===== config.mk =====
export PLATFORM = sky130hd
export DESIGN_NAME = fir_filter_param
export DESIGN_NICKNAME = d
export VERILOG_FILES = /design/src/rtl/fir_filter_param.sv
export SDC_FILE = /design/constraint.sdc
export NUM_CORES = 1
export LEC_CHECK = 0
export BUFFER_PORTS_ARGS = -buffer_cell sky130_fd_sc_hd__buf_2
export CORE_MARGIN = 2
export CORE_UTILIZATION = 41
export DETAILED_ROUTE_END_ITERATION = 12
export PLACE_DENSITY_LB_ADDON = 0.25
export RECOVER_POWER = 25
export REMOVE_ABC_BUFFERS = 1
export SLEW_MARGIN = 20
export SYNTH_ARGS = -nofsm -noshare
export SYNTH_HDL_FRONTEND = slang
export SYNTH_SLANG_ARGS = --single-unit

===== constraint.sdc =====
create_clock -name clk -period 20.5 [get_ports clk]
set_input_delay 0 -clock clk [delete_from_list [all_inputs] [get_ports clk]]
set_output_delay 0 -clock clk [all_outputs]
set_load 0.02 [all_outputs]

===== src/rtl/fir_filter_param.sv =====
// Parameterised direct-form FIR filter with one shared multiplier, time-multiplexed over taps.
// Latency: sample accepted at edge T -> out_valid from edge T+TAPS+1; next accept no earlier than T+TAPS+3.
// Backpressure: result held in OUT until out_ready; in_ready is low outside IDLE.
// Optional build macro FIR_FILTER_SAT_EN: saturate out_data on overflow instead of two's-complement wrap.
module fir_filter_param #(
    parameter  int DATA_W = 16,
    parameter  int COEF_W = 16,
    parameter  int TAPS   = 8,
    parameter  int OUT_W  = 24,
    localparam int AW     = $clog2(TAPS),
    localparam int ACC_W  = DATA_W + COEF_W + AW
) (
    input  logic                     clk,
    input  logic                     rst_n,
    input  logic                     in_valid,
    output logic                     in_ready,
    input  logic signed [DATA_W-1:0] in_data,
    input  logic                     coef_we,
    input  logic [AW-1:0]            coef_addr,
    input  logic signed [COEF_W-1:0] coef_data,
    output logic                     out_valid,
    input  logic                     out_ready,
    output logic signed [OUT_W-1:0]  out_data,
    output logic                     out_ovf,
    output logic                     busy
);

    localparam int PROD_W = DATA_W + COEF_W;

    typedef enum logic [1:0] {
        IDLE = 2'd0,
        MAC  = 2'd1,
        OUT  = 2'd2
    } state_t;

    state_t                     state;
    logic [AW-1:0]              k;
    logic signed [DATA_W-1:0]   x_line [TAPS];
    logic signed [COEF_W-1:0]   h      [TAPS];
    logic signed [ACC_W-1:0]    acc;

    logic signed [PROD_W-1:0]   prod;
    logic signed [ACC_W-1:0]    prod_ext;
    logic [ACC_W-OUT_W:0]       acc_top;
    logic                       acc_ovf;
    logic [OUT_W-1:0]           out_next;
    logic                       accept;
    logic                       coef_ok;

    // Handshake qualifiers: a sample is only taken in IDLE, coefficient writes
    // are dropped while the MAC pass is reading the coefficient bank.
    assign in_ready = (state == IDLE);
    assign busy     = (state != IDLE);
    assign accept   = in_ready && in_valid;
    assign coef_ok  = coef_we && (state != MAC) &&
                      ({1'b0, coef_addr} < (AW + 1)'(TAPS));

    // The one shared multiplier, sign-extended to accumulator width.
    assign prod     = x_line[k] * h[k];
    assign prod_ext = {{AW{prod[PROD_W-1]}}, prod};

    // The result fits OUT_W only if all bits from the OUT_W sign bit upwards agree.
    assign acc_top  = acc[ACC_W-1:OUT_W-1];
    assign acc_ovf  = !((&acc_top) || !(|acc_top));

    // Output formatting: clamp to the signed rails or keep the low bits.
    always_comb begin
        out_next = acc[OUT_W-1:0];
`ifdef FIR_FILTER_SAT_EN
        if (acc_ovf) begin
            if (acc[ACC_W-1]) begin
                out_next = {1'b1, {(OUT_W-1){1'b0}}};
            end else begin
                out_next = {1'b0, {(OUT_W-1){1'b1}}};
            end
        end
`endif
    end

    // Delay line: shifts only on an accepted sample, newest sample in slot 0.
    always_ff @(posedge clk or negedge rst_n) begin
        if (!rst_n) begin
            for (int i = 0; i < TAPS; i++) begin
                x_line[i] <= '0;
            end
        end else if (accept) begin
            x_line[0] <= in_data;
            for (int i = 1; i < TAPS; i++) begin
                x_line[i] <= x_line[i-1];
            end
        end
    end

    // Coefficient bank: a write landing with a sample accept is seen by that sample's MAC pass.
    always_ff @(posedge clk or negedge rst_n) begin
        if (!rst_n) begin
            for (int i = 0; i < TAPS; i++) begin
                h[i] <= '0;
            end
        end else if (coef_ok) begin
            h[coef_addr] <= coef_data;
        end
    end

    // Control FSM with accumulator and registered result. The first OUT cycle
    // registers the formatted result, so out_valid rises one edge after the last MAC.
    always_ff @(posedge clk or negedge rst_n) begin
        if (!rst_n) begin
            state     <= IDLE;
            k         <= '0;
            acc       <= '0;
            out_valid <= 1'b0;
            out_data  <= '0;
            out_ovf   <= 1'b0;
        end else begin
            case (state)
                IDLE: begin
                    if (in_valid) begin
                        acc   <= '0;
                        k     <= '0;
                        state <= MAC;
                    end
                end
                MAC: begin
                    acc <= acc + prod_ext;
                    if (k == AW'(TAPS - 1)) begin
                        k     <= '0;
                        state <= OUT;
                    end else begin
                        k <= k + AW'(1);
                    end
                end
                OUT: begin
                    if (!out_valid) begin
                        out_valid <= 1'b1;
                        out_data  <= out_next;
                        out_ovf   <= acc_ovf;
                    end else if (out_ready) begin
                        out_valid <= 1'b0;
                        state     <= IDLE;
                    end
                end
                default: begin
                    state <= IDLE;
                end
            endcase
        end
    end

endmodule


==> results by stage, run 1 <==
Outcome:
- The flow ran to the end, but the final reports show violations.
- The final reports fail on capacitance limit, slew limit.

Clocking:
- The clock slew seen by the registers of the worst setup and hold paths is ~0.06 ns.
- The CTS H-tree depth is 2.
- TritonCTS built the clock tree.
- The buffer type at the clock tree root is sky130_fd_sc_hd__clkbuf_16.
- For this design, the sink count on the clock tree is between 300 and 400.
- The clock insertion delay at the later pin of the skew report is approximately 0.57 ns.
- Counting the buffers created by CTS gives 39.
- The number of setup buffers added after CTS is 0.
- No sink is reached through more buffers than the 3 on the longest clock path.

Die:
- The floorplan step defined a core boundary enclosing 0.06137 mm2.
- The die is 252.3 um wide.
- The die footprint is 0.06364 mm2.
- The floorplan has 91 rows.
- The initial utilization of the core area, before any placement, comes to 0.4118.
- The floorplan die height is 252.3 um.
- The number of placed I/O pins is 68.

STA:
- The number of endpoints with negative hold slack in the final report is 0.
- The actual slew at the worst max-slew pin is between 9 and 10 ns.
- The count of pins over their slew limit is approximately 260.
- The relative max-transition margin is -5.204.
- The top achievable clock speed is about 83 MHz.
- The maximum clock skew at final layout is 0.01717 ns.
- Setup repair after global routing left no endpoint under its margin.
- Counting I/O delays and the setup requirement, the final critical path takes about 12 ns.
- The summed negative setup slack over all endpoints is 0 ns.
- The fraction of the cycle the final worst path needs is 0.5900.
- The total setup violations reported at the end of the flow is 0.

Place:
- Routability-driven placement finished with a final weighted congestion of slightly below 0.9.
- After detailed placement, the design holds a cell count of around 3,200.
- The number of input and output port buffers inserted is 67.
- The detailed placement HPWL is 43.31 mm.

Yosys:
- The total number of yosys warnings is 0.
- Counting flops with a built-in enable in the synthesized netlist gives 0.
- The share of flip-flops with an asynchronous set or reset is 1.000.
- Averaged over all synthesized cells, the footprint is 10.53 um2.
- The predominant post-synthesis flop cell is sky130_fd_sc_hd__dfrtp_1.
- The share of synthesized area occupied by flip-flops and latches is 0.3188.
- The count of different cell masters after synthesis is 63.
- The number of synthesized register bits is 322.
- After synthesis the cells add up to about 0.025 mm2.
- Synthesis produced around 2,400 cells.

Layout:
- The finished layout holds 3,296 standard cells, fillers aside.
- Once layout is complete, the utilization of the core stands at 0.4574.
- The count of nets after finishing is between 2,000 and 3,000.
- The fraction of layout instances using a drive strength above 1 is 0.1549.
- The number of fill cells in the layout is 5,732.
- The area growth from synthesis to layout is 11.07%.

Drt:
- The detailed router finished its first iteration with roughly 1,000 violations.
- The final wirelength is about 60 mm.
- The mean routed wirelength per cell is 18.27 um.
- The antenna violation net count after detailed routing is 0.
- The final routed DRC violation total is 0.
- The detailed-routing iteration count for the pre-antenna-repair pass is 7.
- Summing over every cut layer, the via total after detailed routing is 17,050.
- The vias per cell is around 5.2.

Worst setup path:
- The data arrival time of the critical path is between 10 and 15 ns.
- The critical path is of the input pin to asynchronous set/reset pin type.
- The endpoint type of the worst setup path is an asynchronous set/reset pin.
- STA puts the critical path data required time at 18.82 ns.
- The worst setup path is launched from an input pin.
- The largest fanout on the critical path is 176.

GRT:
- The global-route wire length before repair is 100.1 mm.
- The number of global-route vias before repair is 18,700.
- The initial antenna violation count was 1.
- Across every metal layer, demand over resource in global routing totals 0.2002.
- The maximum number of pins on one net before global-route repair is ~180.
- The total overflow reported by the global router is 0.

Run:
- The count of maximum capacitance violations is 2.

Hold path:
- The class of the tightest hold or removal check is input pin to register.
-- worst max-delay path, cell delays in order --
cell and delay, ns:
sky130_fd_sc_hd__dlygate4sd3_1 0.52, sky130_fd_sc_hd__clkbuf_1 2.91, sky130_fd_sc_hd__clkbuf_1 6.67
-- flip-flops by register name (all words and copies together) (netlist names) --
| signal | flops |
|---|---|
| acc | 35 |
| h | 128 |
| out_valid | 1 |
| out_data | 24 |
| x_line | 128 |
| k | 3 |
| state | 2 |
| out_ovf | 1 |
-- timing repair --
item	4_1_cts	5_1_grt
gates resized for setup	0	0
endpoints found under the hold margin	223	1
hold buffers	35	1
-- cells in the mapped netlist, types with 2 or more instances --
master / instances / area, um2
sky130_fd_sc_hd__nand2_1: 540 / 2027
sky130_fd_sc_hd__inv_1: 367 / 1378
sky130_fd_sc_hd__dfrtp_1: 322 / 8058
sky130_fd_sc_hd__fa_1: 310 / 6206
sky130_fd_sc_hd__mux2_2: 175 / 1971
sky130_fd_sc_hd__nor2_1: 151 / 566.8
sky130_fd_sc_hd__ha_1: 106 / 1326
sky130_fd_sc_hd__clkbuf_1: 82 / 307.8
sky130_fd_sc_hd__mux4_2: 64 / 1441
sky130_fd_sc_hd__o21ai_0: 43 / 215.2
sky130_fd_sc_hd__mux2i_1: 30 / 300.3
sky130_fd_sc_hd__nand3_1: 24 / 120.1
sky130_fd_sc_hd__a21oi_1: 22 / 110.1
sky130_fd_sc_hd__xnor2_1: 18 / 157.7
sky130_fd_sc_hd__a21o_1: 15 / 112.6
sky130_fd_sc_hd__xor2_1: 15 / 131.4
sky130_fd_sc_hd__nand2b_1: 10 / 62.56
sky130_fd_sc_hd__buf_2: 8 / 40.04
sky130_fd_sc_hd__a31oi_1: 7 / 43.79
sky130_fd_sc_hd__nor3_1: 7 / 35.03
sky130_fd_sc_hd__nor4_1: 6 / 37.54
sky130_fd_sc_hd__nand4_1: 5 / 31.28
sky130_fd_sc_hd__nor2b_1: 5 / 31.28
sky130_fd_sc_hd__nor3b_1: 5 / 37.54
sky130_fd_sc_hd__o21bai_1: 5 / 37.54
sky130_fd_sc_hd__and2_1: 4 / 25.02
sky130_fd_sc_hd__buf_1: 4 / 15.01
sky130_fd_sc_hd__o21a_1: 4 / 30.03
sky130_fd_sc_hd__o31ai_1: 4 / 30.03
sky130_fd_sc_hd__and3_1: 3 / 18.77
sky130_fd_sc_hd__and4_1: 3 / 26.28
sky130_fd_sc_hd__o211ai_1: 3 / 22.52
sky130_fd_sc_hd__a221o_1: 2 / 20.02
sky130_fd_sc_hd__a311oi_1: 2 / 17.52
sky130_fd_sc_hd__or3_1: 2 / 12.51
-- layout make-up --
cell class | instances | area (um2) | share of cell area
Inverter | 367 | 1378 | 0.04908
Antenna cell | 1 | 2.502 | 0.00008915
Clock inverter | 13 | 156.4 | 0.005572
Clock buffer | 54 | 1072 | 0.03820
Sequential cell | 322 | 8064 | 0.2873
Multi-Input combinational cell | 1618 | 15530 | 0.5534
Tap cell | 790 | 988.4 | 0.03521
Timing Repair Buffer | 131 | 875.8 | 0.03120
-- placed cells by master, fill, tap and decap left out, types with 6 or more instances in the layout --
cell / synthesis / routed
sky130_fd_sc_hd__a21o_1: 15 / 15
sky130_fd_sc_hd__a21oi_1: 22 / 22
sky130_fd_sc_hd__a31oi_1: 7 / 7
sky130_fd_sc_hd__buf_2: 8 / 40
sky130_fd_sc_hd__buf_4: 0 / 26
sky130_fd_sc_hd__clkbuf_1: 82 / 39
sky130_fd_sc_hd__clkbuf_16: 0 / 39
sky130_fd_sc_hd__dfrtp_1: 322 / 319
sky130_fd_sc_hd__dlygate4sd3_1: 0 / 36
sky130_fd_sc_hd__fa_1: 310 / 310
sky130_fd_sc_hd__ha_1: 106 / 106
sky130_fd_sc_hd__inv_1: 367 / 367
sky130_fd_sc_hd__mux2_2: 175 / 175
sky130_fd_sc_hd__mux2i_1: 30 / 29
sky130_fd_sc_hd__mux4_2: 64 / 64
sky130_fd_sc_hd__nand2_1: 540 / 539
sky130_fd_sc_hd__nand2b_1: 10 / 9
sky130_fd_sc_hd__nand3_1: 24 / 24
sky130_fd_sc_hd__nor2_1: 151 / 149
sky130_fd_sc_hd__nor3_1: 7 / 6
sky130_fd_sc_hd__o21ai_0: 43 / 43
sky130_fd_sc_hd__xnor2_1: 18 / 18
sky130_fd_sc_hd__xor2_1: 15 / 15
-- final timing paths --
path / from / end / slack [ns] / cells after the start
setup / recovery: rst_n / x_line[104] / 8.40 / 3
hold / removal: coef_addr[2] / h[46] / 0.05 / 4
setup reg to reg: k[0] / acc[32] / 11.42 / 24
hold reg to reg: x_line[8] / x_line[8] / 0.47 / 2
max in group clk: k[0] / acc[32] / 11.42 / 24
min in group asynchronous: rst_n / h[88] / 1.45 / 2
-- kinds of logic after synthesis --
kind of cell / after synthesis / synth area share
AO/OA/AOI/OAI: 125 / 0.03238
XOR/XNOR: 33 / 0.01144
adder cells (fa/ha/maj): 416 / 0.2980
buffers and inverters: 461 / 0.06887
flip-flops: 322 / 0.3188
multiplexers: 269 / 0.1469
AND/OR/NAND/NOR: 775 / 0.1235
-- routing by layer --
| layer | global-route usage | vias to the layer above | part of all wire |
|---|---|---|---|
| met3 | 0.02915 | 106 | 0.044 |
| met2 | 0.3392 | 384 | 0.48 |
| met4 | 0.06289 | 0 | 0.030 |
| met1 | 0.2663 | 8819 | 0.44 |
| li1 | - | 7742 | - |
| met5 | 0 | - | 0 |
-- metrics by stage --
stage	hold WS (ns)	cell area, um2	setup slack, ns
floorplan	-0.2956	24910	10.86
global placement	0.01864	26520	11.52
detailed placement	0.03202	26520	11.36
CTS	0.007713	28100	11.34
global route	0.06199	28070	5.967
finish	0.05351	28070	8.405
Power of run 1 is left out: the tool's default activity adds up to more than one toggle a clock period on the data nets, which glitch-free logic cannot reach.
==> inputs of run 2 (changes only) <==
clock period = 9.9 ns   (was 20.5 ns; I/O delays follow)
==> run 2 against run 1 <==
The run still ends with capacitance limit, slew limit left. First-iteration DRC count grew 7.8%. Clock skew grew 0.018 ns. Die area is the same. Cell count grew 0.55%. Register-to-register slack lost 10 ns. Routed wire length grew 0.64%. Critical path depth grew 20. Non-clock buffer count grew 12. Highest routed layer unchanged.
==> results by stage, run 2 (synthesized netlist as in run 1, its figures left out) <==
Outcome:
- The flow ran to the end, but the final reports show violations.
- The checks that failed: capacitance limit, slew limit.

Worst setup path:
- The worst-case reg-to-reg path depth is 23.
- Of all nets on the critical path, the largest fanout is 34.
- The launch instance of the worst register-to-register path is k[0].
- The endpoint type of the worst setup path is a register.
- The most frequent cell on the critical path is sky130_fd_sc_hd__fa_1.
- The logic depth of the worst path, buffers included is 23.
- The critical path's largest stage delay is ~0.89 ns.
- The endpoint identified for the worst register-to-register timing path is acc[34].
- The slowest stage of the critical path belongs to the cell sky130_fd_sc_hd__dfrtp_4.
- Traced cell by cell, the critical path runs through mux4_2, mux2i_1, nor2_1, fa_1, inv_1, fa_1, fa_1, inv_1, fa_1, fa_1, inv_1, fa_1, inv_1, ha_1, a21o_2, a221o_1, a21o_1, a211oi_2, nand4_1, o211a_1, a41oi_1, mux2i_1, nand2_1.
- In this run the register-to-register setup slack is around 1.4 ns.
- In this run the worst setup path begins at k[0].
- The setup path with the least slack is of type register to register.
- The data arrival time of the critical path is 8.94 ns.
- The critical path contains buffers and inverters numbering 4 combined.
- STA classifies the critical path startpoint as a register.
- The most critical setup path has its endpoint at acc[34].
- The worst path required time is between 10 and 15 ns.
- In this design, the largest share of critical-path delay is due to adder cells.

Layout:
- The final layout contains around 2,900 nets.
- Leaving out fill and tap cells, the most frequent cell in the layout is sky130_fd_sc_hd__nand2_1.
- Summing all non-filler instances in the final layout gives an area of about 0.028 mm2.
- From synthesis to final layout, the design area changed by 12.18%.
- Leaving out fill and tap cells, the most frequent cells in the layout are sky130_fd_sc_hd__nand2_1 (539), sky130_fd_sc_hd__inv_1 (367), sky130_fd_sc_hd__dfrtp_1 (319).
- In the final layout, the registers with the most flip-flops are h x128, x_line x128, acc x35.
- In the final layout, the share of cells above drive strength 1 is 0.1621.
- The filler cells instantiated in the layout total 5,706.

Hold path:
- The class of the tightest hold or removal check is input pin to register.

Clocking:
- The cell sitting at the root of the clock tree is a sky130_fd_sc_hd__clkbuf_16.
- Clock latency on the worst-skew pair, taken at its later pin, is 0.60 ns.
- After clock tree synthesis, the clock-pin slew on the worst setup and hold paths is 0.06 ns.
- For this design, the sink count on the clock tree is approximately 320.
- The CTS tree is yes.
- Buffers inserted during clock tree synthesis total 40.
- The H-tree was split into 2 levels.
- The maximum clock insertion buffer count is 3.

STA:
- In this run the tightest slew margin relative to its limit is -3.476.
- The post-layout minimum cycle time is about 8.5 ns.
- The maximum clock skew at final layout is around 0.035 ns.
- Hold is met by 0.05865 ns.
- The actual slew at the worst max-slew pin is 6.714 ns.
- Timing would allow up to roughly 120 MHz.
- The summed negative setup slack over all endpoints is 0 ns.
- The number of endpoints with negative hold slack in the final report is 0.
- The fraction of the cycle the final worst path needs is 0.8554.
- Setup repair after global routing left no endpoint under its margin.
- The total setup violations reported at the end of the flow is 0.
- The count of pins over their slew limit is 191.

GRT:
- The global-route usage over all layers is 0.2028.
- The first global-routing pass estimated between 100 and 150 mm of wire.
- The maximum number of pins on one net before global-route repair is approximately 120.
- The number of global-route vias before repair is 18,760.
- The initial antenna violation count is 1.
- For this run the aggregate overflow at the end of global routing stands at 0.

Die:
- The core region is between 0.06 and 0.07 mm2.
- The die is 252.3 um wide.
- For this configuration, the core starts out at a cell density of 0.4118.
- The cell row count is between 90 and 100.
- The die covers around 0.064 mm2.
- Measured along the y axis, the die boundary spans between 200 and 300 um.
- The number of placed I/O pins is just under 70.

Run:
- Across the run, the number of max-cap violations was 2.

Drt:
- The final routed DRC violation total is 0.
- Using the TritonRoute via totals, the vias-per-cell ratio works out to 5.163.
- In this run, the number of DRC markers left after iteration 0 of detailed routing was 1,118.
- The antenna violation net count after detailed routing is 0.
- After detailed routing, the met3 layer carries 2.720 mm of wire.
- The mean routed wirelength per cell is about 18 um.
- The final route contains 17,110 vias.
- The final wirelength is slightly above 60 mm.
- In the final routing, the length of wire on met1 measures between 20 and 30 mm.
- The pre-antenna-repair detailed-routing pass consisted of 5 iterations.
- The highest layer touched by signal routing is met4.
- The met2 wire length is a little under 30 mm.

Place:
- The number of input and output port buffers inserted is between 60 and 70.
- The detailed placement HPWL is between 40 and 50 mm.
- Routability-driven placement finished with a final weighted congestion of slightly below 0.9.
- Summing all placed instances gives a cell area of about 0.027 mm2.
-- run 2: changes by cell type in the layout (fill, tap and decap cells not counted), sizes merged --
cell,change
buf,+9
clkbuf,+5
clkinv,+4
bufinv,+3
inv,-2
dlygate4sd3,-1
-- run 2: area by class of cell --
class                           count  area, um2  share of cell area
Antenna cell                        1      2.502          0.00008827
Sequential cell                   322       8064              0.2844
Clock buffer                       55       1157             0.04082
Tap cell                          790      988.4             0.03486
Timing Repair Buffer              143      947.2             0.03341
Multi-Input combinational cell   1618      15530              0.5478
Inverter                          367       1378             0.04859
Clock inverter                     18      284.0             0.01002
-- run 2: worst min path at each step --
| stage | startpoint | to | depth (start not counted) |
|---|---|---|---|
| finish | coef_addr[1] | h[45] | 3 |
| global route | coef_addr[1] | h[32] | 3 |
| CTS | coef_addr[1] | h[34] | 3 |
| detailed placement | rst_n | h[80] | 1 |
| global placement | rst_n | h[80] | 1 |
| floorplan | rst_n | acc[0] | 0 |
-- run 2: worst min-delay path, stage by stage --
cell	delay, ns
sky130_fd_sc_hd__buf_2	0.18
sky130_fd_sc_hd__nor3_4	0.17
sky130_fd_sc_hd__mux2_2	0.26
-- run 2: routing by layer --
metal | vias up | track usage
li1 | 7792 | -
met1 | 8865 | 0.2740
met2 | 359 | 0.3407
met3 | 93 | 0.03028
met4 | 0 | 0.05833
met5 | - | 0
-- run 2: timing repair --
item	CTS	global route
hold buffers	35	0
setup buffers	0	0
gates resized for setup	0	0
hold endpoints to repair	267	0
-- run 2: per-stage QoR --
stage | util | worst slack, ns | std cells
floorplan | - | 0.2619 | 2307
global placement | 0.4337 | 1.507 | 3205
detailed placement | 0.4337 | 1.391 | 3205
CTS | 0.4629 | 1.369 | 3313
global route | 0.4620 | 0.9817 | 3314
finish | 0.4620 | 1.432 | 3314
Power of run 2 is left out for the same reason.
